### src/rtl/fetch_sequencer_pkg.sv
// Shared types and constants for the instruction-fetch controller.
package fetch_sequencer_pkg;

  typedef enum logic [1:0] {
    S_IDLE   = 2'd0,
    S_FETCH  = 2'd1,
    S_HALTED = 2'd2
  } state_e;

  localparam logic [31:0] HALT_WORD = 32'h0000_0000;

  localparam logic [5:0] OP_RTYPE = 6'b000000;
  localparam logic [5:0] OP_ADDI  = 6'b001000;
  localparam logic [5:0] OP_LW    = 6'b100011;
  localparam logic [5:0] OP_SW    = 6'b101011;

  // Unsigned word-index range check against the program memory depth.
  function automatic logic pc_in_range(input logic [31:0] pc, input logic [31:0] depth);
    return pc < depth;
  endfunction

endpackage

### src/rtl/fetch_sequencer_sat_counter.sv
// Saturating up-counter with synchronous clear; clear wins over increment.
module fetch_sequencer_sat_counter #(
  parameter int unsigned CNT_W = 16
) (
  input  logic             clk_i,
  input  logic             rst_ni,
  input  logic             clear_i,
  input  logic             inc_i,
  output logic [CNT_W-1:0] count_o
);

  logic [CNT_W-1:0] cnt_q, cnt_d;

  always_comb begin
    cnt_d = cnt_q;
    if (clear_i)
      cnt_d = '0;
    else if (inc_i && !(&cnt_q))
      cnt_d = cnt_q + CNT_W'(1);
  end

  always_ff @(posedge clk_i) begin
    if (!rst_ni) cnt_q <= '0;
    else         cnt_q <= cnt_d;
  end

  assign count_o = cnt_q;

endmodule

### src/rtl/fetch_sequencer.sv
// Fetch controller: drives program-memory pc, registers words toward decode,
// and handles start/halt, branch redirect, decode stall and pc range faults.
module fetch_sequencer
  import fetch_sequencer_pkg::*;
#(
  parameter int unsigned MEM_DEPTH = 32,
  parameter int unsigned CNT_W     = 16
) (
  input  logic             clk_i,
  input  logic             rst_ni,
  input  logic             start_i,
  input  logic [31:0]      start_pc_i,
  input  logic             stall_i,
  input  logic             redirect_i,
  input  logic [31:0]      redirect_pc_i,
  input  logic [31:0]      mem_rdata_i,
  output logic [31:0]      pc_o,
  output logic [31:0]      instr_out_o,
  output logic             instr_valid_o,
  output logic             busy_o,
  output logic             halted_o,
  output logic             fault_o,
  output logic [CNT_W-1:0] retired_o
);

  localparam logic [31:0] DEPTH = 32'(MEM_DEPTH);

  state_e      state_q, state_d;
  logic [31:0] pc_q, pc_d;
  logic [31:0] instr_q, instr_d;
  logic        valid_q, valid_d;
  logic        halted_q, halted_d;
  logic        fault_q, fault_d;
  logic        cnt_clr, cnt_inc;
  logic [31:0] pc_inc;

  assign pc_inc = pc_q + 32'd1;

  always_comb begin
    state_d  = state_q;
    pc_d     = pc_q;
    instr_d  = instr_q;
    valid_d  = 1'b0;
    halted_d = halted_q;
    fault_d  = fault_q;
    cnt_clr  = 1'b0;
    cnt_inc  = 1'b0;
    unique case (state_q)
      S_IDLE, S_HALTED: begin
        if (start_i) begin
          pc_d     = start_pc_i;
          cnt_clr  = 1'b1;
          halted_d = 1'b0;
          fault_d  = 1'b0;
          state_d  = S_FETCH;
          if (!pc_in_range(start_pc_i, DEPTH)) begin
            halted_d = 1'b1;
            fault_d  = 1'b1;
            state_d  = S_HALTED;
          end
        end
      end
      S_FETCH: begin
        // Redirect squashes the word at the current pc even under stall.
        if (redirect_i) begin
          pc_d = redirect_pc_i;
          if (!pc_in_range(redirect_pc_i, DEPTH)) begin
            halted_d = 1'b1;
            fault_d  = 1'b1;
            state_d  = S_HALTED;
          end
        end else if (stall_i) begin
          pc_d = pc_q;
        end else if (mem_rdata_i == HALT_WORD) begin
          halted_d = 1'b1;
          state_d  = S_HALTED;
        end else begin
          instr_d = mem_rdata_i;
          valid_d = 1'b1;
          cnt_inc = 1'b1;
          pc_d    = pc_inc;
          // Running off the end still issues the last word this cycle.
          if (pc_inc == DEPTH) begin
            halted_d = 1'b1;
            fault_d  = 1'b1;
            state_d  = S_HALTED;
          end
        end
      end
      default: state_d = S_IDLE;
    endcase
  end

  always_ff @(posedge clk_i) begin
    if (!rst_ni) begin
      state_q  <= S_IDLE;
      pc_q     <= '0;
      instr_q  <= '0;
      valid_q  <= 1'b0;
      halted_q <= 1'b0;
      fault_q  <= 1'b0;
    end else begin
      state_q  <= state_d;
      pc_q     <= pc_d;
      instr_q  <= instr_d;
      valid_q  <= valid_d;
      halted_q <= halted_d;
      fault_q  <= fault_d;
    end
  end

  fetch_sequencer_sat_counter #(.CNT_W(CNT_W)) u_retired (
    .clk_i   (clk_i),
    .rst_ni  (rst_ni),
    .clear_i (cnt_clr),
    .inc_i   (cnt_inc),
    .count_o (retired_o)
  );

  assign pc_o          = pc_q;
  assign instr_out_o   = instr_q;
  assign instr_valid_o = valid_q;
  assign busy_o        = (state_q == S_FETCH);
  assign halted_o      = halted_q;
  assign fault_o       = fault_q;

endmodule

### config.mk
export PLATFORM = sky130hd
export DESIGN_NAME = fetch_sequencer
export DESIGN_NICKNAME = d
export VERILOG_FILES = /design/src/rtl/fetch_sequencer_pkg.sv /design/src/rtl/fetch_sequencer_sat_counter.sv /design/src/rtl/fetch_sequencer.sv
export SDC_FILE = /design/constraint.sdc
export NUM_CORES = 1
export LEC_CHECK = 0
export CELL_PAD_IN_SITES_DETAIL_PLACEMENT = 0
export CELL_PAD_IN_SITES_GLOBAL_PLACEMENT = 1
export CORE_UTILIZATION = 32
export DETAILED_ROUTE_END_ITERATION = 10
export PLACE_DENSITY_LB_ADDON = 0.08
export SYNTH_ARGS = -nofsm -noshare
export SYNTH_HDL_FRONTEND = slang
export SYNTH_SLANG_ARGS = --single-unit
export TNS_END_PERCENT = 30
### constraint.sdc
create_clock -name clk_i -period 3 [get_ports clk_i]
set_clock_uncertainty 0.15 [all_clocks]
set_input_delay 0.45 -clock clk_i [delete_from_list [all_inputs] [get_ports clk_i]]
set_output_delay 0.45 -clock clk_i [all_outputs]
set_load 0.05 [all_outputs]
# Yosys cells after proc, flatten, opt, wreduce, memory -nomap -nowiden

Cells that the tools add are included.

Flip-flop bits (word level): 85
Output and inout port bits: 84
Logic and storage cells: 68

Add/subtract/negate cells: 2
Magnitude comparators: 2
Eq/ne operators: 9
Multiplexer cells: 31
Bitwise gates (word level): 4
Reductions and logical operators: 13

Operator list:

| kind                                                                     | number |
|---|---|
| 32-bit 2-to-1 mux                                                        | 4 |
| 32-bit by 6-bit < comparator with 1-bit output (second input constant)   | 2 |
| 32-bit one-hot mux with 2 select lines                                   | 1 |
| 32-bit by 1-bit adder with 32-bit output (second input constant)         | 1 |
| 32-bit by 6-bit equality test with 1-bit output (second input constant)  | 1 |
| 32-bit zero test                                                         | 1 |
| 16-bit by 1-bit adder with 16-bit output (second input constant)         | 1 |
| 1-bit 2-to-1 mux                                                         | 16 |
| 16-bit AND reduction                                                     | 1 |
| 2-bit 2-to-1 mux                                                         | 7 |
| 4-bit AND reduction                                                      | 3 |
| 3-bit inequality test (second input constant)                            | 3 |
| 6-bit AND reduction                                                      | 1 |
| 5-bit AND reduction                                                      | 1 |
| 4-bit by 2-bit inequality test with 1-bit output (second input constant) | 1 |
| 1-bit NOT                                                                | 4 |
| 1-bit one-hot mux with 2 select lines                                    | 2 |
| 2-bit one-hot mux with 2 select lines                                    | 1 |
| 2-bit OR reduction                                                       | 2 |
| 3-bit by 2-bit inequality test with 1-bit output (second input constant) | 1 |
| 2-bit by 1-bit equality test with 1-bit output (second input constant)   | 1 |
| 2-bit equality test (second input constant)                              | 1 |
| 2-bit zero test                                                          | 1 |
| 2-bit inequality test (second input constant)                            | 1 |
| 3 further kinds                                                          | 3 |

# Depth between registers and ports, before layout

Gate-level depths: netlist of run 1.

Depth in word-level cells: 7
Mapped depth: 11
Depth with buffers taken out: 9

# Hierarchy

A second synthesis of run 1 with hierarchy kept.

Cells, all modules: 674
Area total of the unflattened synthesis: 5,296.3 um^2

Modules (own cells, without submodules):

| module                      | times used | cells an instance | area an instance (um^2) | sequential area each (um^2) |
|---|---|---|---|---|
| fetch_sequencer             | 1          | 571               | 4,469.3                 | 1,381.3 |
| fetch_sequencer_sat_counter | 1          | 103               | 827.0                   | 320.3 |

# Least setup slack after synthesis of run 1

Ideal clock, no wire load.

Kind: register to register
Start: reg pc_q[2], in the netlist pc_o[2]
End: reg state_q[1]
Library setup time: 0.096 ns
Arrival time: 2.977 ns
Data required time: 2.754 ns
Slack: -0.223 ns
Cell stages (with the launch flop): 10
Path buffers: 1
Clock period less this slack: 3.223 ns
Cell sequence: dfxtp_1 clkbuf_8 nand4_1 or4_2 xnor2_1 o21ai_0 nand4_1 nor4b_4 o221ai_2 o41ai_2

Word-level cells in the longest chain between the ends: 4

Ends and longest elaborated chain:

| element                                                    | RTL line               | RTL |
|---|---|---|
| start, declared                                            | fetch_sequencer.sv:29  | `logic [31:0] pc_q, pc_d;` |
| start signal, assigned                                     | fetch_sequencer.sv:104 | `pc_q <= pc_d;` |
| 32-bit by 1-bit adder with 32-bit output                   | fetch_sequencer.sv:37  | `assign pc_inc = pc_q + 32'd1;` |
| 32-bit by 6-bit equality test with 1-bit output            | fetch_sequencer.sv:83  | `if (pc_inc == DEPTH) begin` |
| 4-bit by 2-bit inequality test with 1-bit output (no line) | n/a                    |  |
| 4-bit AND reduction (no line)                              | n/a                    |  |
| end signal, assigned                                       | fetch_sequencer.sv:103 | `state_q <= state_d;` |
| end, declared                                              | fetch_sequencer.sv:28  | `state_e state_q, state_d;` |

No other way between the ends.
A chain may end at the register's enable or synchronous reset.

# Worst setup path after layout of run 1

Start: reg pc_q[22], in the netlist pc_o[22]
End: reg state_q[1]

Same word-level chain as after synthesis.

==> flow_summary.ini, run 1 <==
[sta]
setup_violations = 0
fin_crit_sh_pct = 97.5
worst_pin_slew_ns = 0.726
max-slew-margin-rel_pct = 51.2
slew_violations = 0
finalCriticalPeriod_ns = 2.93
hold_viol = 0
fmax_ghz = 0.342
fin_ws_ns = 0.0735

[placement]
place_inst = 1063
place_hpwl_um = 14100
portBuffers = 184
gp_congestion = 0.905
dpl_worst_slack_ns = 0.0150

[yosys]
yosysTopAreaCellShare_pct = 32.8
synth_edf_count = 0
synthTopCellsByCount = nand2_1 (112), dfxtp_1 (85), nor2_1 (70), a21oi_1 (55), xnor2_1 (36)
synth_ff_type = dfxtp_1
synth_top_cell_by_area = dfxtp_1
synthCells = 679
synth-async-reset-ratio_pct = 0
syn_area_sq_um = 5180
synth.distinct_cells = 64
ys.warnings.count = 0
syn-num-nets = 783
syn-mean-instance-area_sq_um = 7.63
synth-seq-cells = 85
seq_area_frac_synth_pct = 32.8
synth.most_common_cell = nand2_1
yosys-top-cells-area = dfxtp_1 (33%), nand2_1 (8.1%), xnor2_1 (6.1%)

[global_route]
grt_pass1_wl_um = 28600
grt.total_usage_pct = 22.4
grt_max_degree = 59
antenna_found_initial = 0
grt_pass1_vias = 5335
grt.overflow.total = 0

[setup_path]
required_ns = 3.09
r2r_cells = 8
r2r_slack_ns = 0.07
endpoint_kind = register
cp_max_fo = 8
critPathLaunchType = register
r2r_end = state_q[1]
critPathKind = reg -> reg
cp.arrival_ns = 3.02
r2r-start = pc_o[22]

[floorplanning]
core_sq_um = 15800
num_rows = 46
initial_core_util_pct = 32.8
die_w_um = 129
fp.dieArea_sq_um = 16700
die_h_um = 129
ios = 185

[cts]
clock_sinks = 85
postCtsHoldBufs = 0
cts_buffers = 9
cts_tree = yes
worstSkewPairLatency_ns = 0.34
path_clk_slew_ns = 0.07
htree_levels = 3
cts-root-buf = clkbuf_16
clock_path_buffers = 2

[run_status]
status = finished, final reports clean

[finish]
register_area_sq_um = 1730
utilization_pct = 49.4
antenna_cells = 0
finalNetCount = 969
drive_gt1_share_pct = 13.6
multi_input_area_sq_um = 3230
finalNonFillerCells = 1086
area_delta_synth_final_pct = 50.7
nFillCells = 1573

[routing]
viasPerCell = 5.13
first_pass_iters = 4
dr.first_iter.drc_count = 269
vias = 5575
wirelength_um = 18600
drc = 0
wl_per_cell_um = 17.2
drtAntennaViolNets = 0

[flow_run]
maxCapViolCount = 0

[min_path]
worstHoldEndpoint = instr_out_o[2]
hp-class = reg -> reg
hold-path-cell-count = 2
hold_start = instr_out_o[2]

[power_and_ir_drop]
power.total_mw = 3.02
p_leak_nw = 2.73
irDropWorstVdd_v = 0.000304
cellPowerDensity_nw_per_um2 = 387
==> placed cells by master, fill, tap and decap left out, types with 12 or more instances in the layout <==
master / instances
dfxtp_1: 70
nor4_1: 26
nand4_1: 20
nand3_1: 16
a211oi_1: 20
a21oi_1: 55
buf_4: 44
nor2_1: 70
nand2_1: 111
xor2_1: 16
mux2i_1: 24
clkdlybuf4s50_1: 182
inv_1: 13
o21ai_0: 29
xnor2_1: 36
nor3_1: 13
dfxtp_2: 12
==> power by group <==
group	internal (mW)	leakage, nW	switching (mW)
clock network	0.699	0.153	0.506
registers	1.16	0.699	0.0511
logic	0.284	1.88	0.319
==> per-layer routing <==
layer  up-vias  wire [um]  GRT usage, %
met3        19       1060          5.12
li1       2776          -             -
met4         0        366          8.17
met2       141       8900          36.7
met5         -          0             0
met1      2639       8300          28.6
==> area by class of cell <==
cell class / instances / area share (%)
Timing Repair Buffer: 230 / 28.4
Sequential cell: 85 / 22.1
Inverter: 14 / 0.673
Clock inverter: 5 / 0.817
Tap cell: 216 / 3.46
Clock buffer: 11 / 3.23
Multi-Input combinational cell: 525 / 41.3
==> sequential cells by signal, indices dropped and copies added (netlist names) <==
| name | flops |
|---|---|
| instr_out_o | 32 |
| pc_o | 32 |
| u_retired.count_o | 16 |
| state_q | 2 |
| fault_o | 1 |
| halted_o | 1 |
| instr_valid_o | 1 |
==> critical path, cell delays in order (launching register included) <==
cell	delay [ns]
dfxtp_1	0.53
and4_1	0.34
nand4_1	0.34
xnor2_1	0.25
and3_2	0.20
o22ai_1	0.11
nor4b_4	0.41
o221ai_2	0.19
o41ai_2	0.30
==> cells by family (layout without fill, tap and decap cells) <==
| group | count (synthesis) | count (layout) | share of synthesized area [%] |
|---|---|---|---|
| xor gates and xnor gates | 52 | 52 | 8.79 |
| AOI/OAI and AO/OA | 142 | 142 | 17.2 |
| muxes | 24 | 24 | 4.63 |
| DFF | 85 | 85 | 32.8 |
| buffers and inverters | 69 | 260 | 6.61 |
| and+or+nand+nor | 304 | 304 | 29.2 |
| adders and majority gates | 3 | 3 | 0.724 |
==> metrics by stage <==
step / setup TNS, ns / hold slack [ns] / area, sq um
finish: 0 / 0.305 / 7810
global route: -0.000183 / 0.328 / 7810
CTS: 0 / 0.309 / 7680
detailed placement: 0 / 0.296 / 7360
global placement: 0 / 0.292 / 7360
floorplan: 0 / 0.302 / 5200
==> repair_timing <==
item                       4_1_cts  5_1_grt
setup endpoints to repair        0        3
buffers inserted                 0        7
gates resized for setup          0       15
==> worst max-delay path by stage <==
stage	cells past startpoint	startpoint	to	slack [ns]
after floorplan	9	pc_o[10]	state_q[1]	0.06
after global placement	8	pc_o[3]	state_q[1]	0.18
after detailed placement	9	pc_o[0]	state_q[1]	0.01
after CTS	8	pc_o[3]	state_q[1]	0.002
after global routing	9	pc_o[10]	state_q[1]	-0.0002
final	8	pc_o[22]	state_q[1]	0.07
Note: power is estimated with default switching activity, not from simulation.
==> run 2, diff against run 1 <==
--- a/config.mk
+++ b/config.mk
@@ -8,8 +8,10 @@
 export CELL_PAD_IN_SITES_DETAIL_PLACEMENT = 0
 export CELL_PAD_IN_SITES_GLOBAL_PLACEMENT = 1
 export CORE_UTILIZATION = 32
+export CTS_CLUSTER_SIZE = 14
 export DETAILED_ROUTE_END_ITERATION = 10
 export PLACE_DENSITY_LB_ADDON = 0.08
+export SKIP_CTS_REPAIR_TIMING = 1
 export SYNTH_ARGS = -nofsm -noshare
 export SYNTH_HDL_FRONTEND = slang
 export SYNTH_SLANG_ARGS = --single-unit
==> results of run 2 <==
Final layout, timing and power as in run 1 (identical DEF).
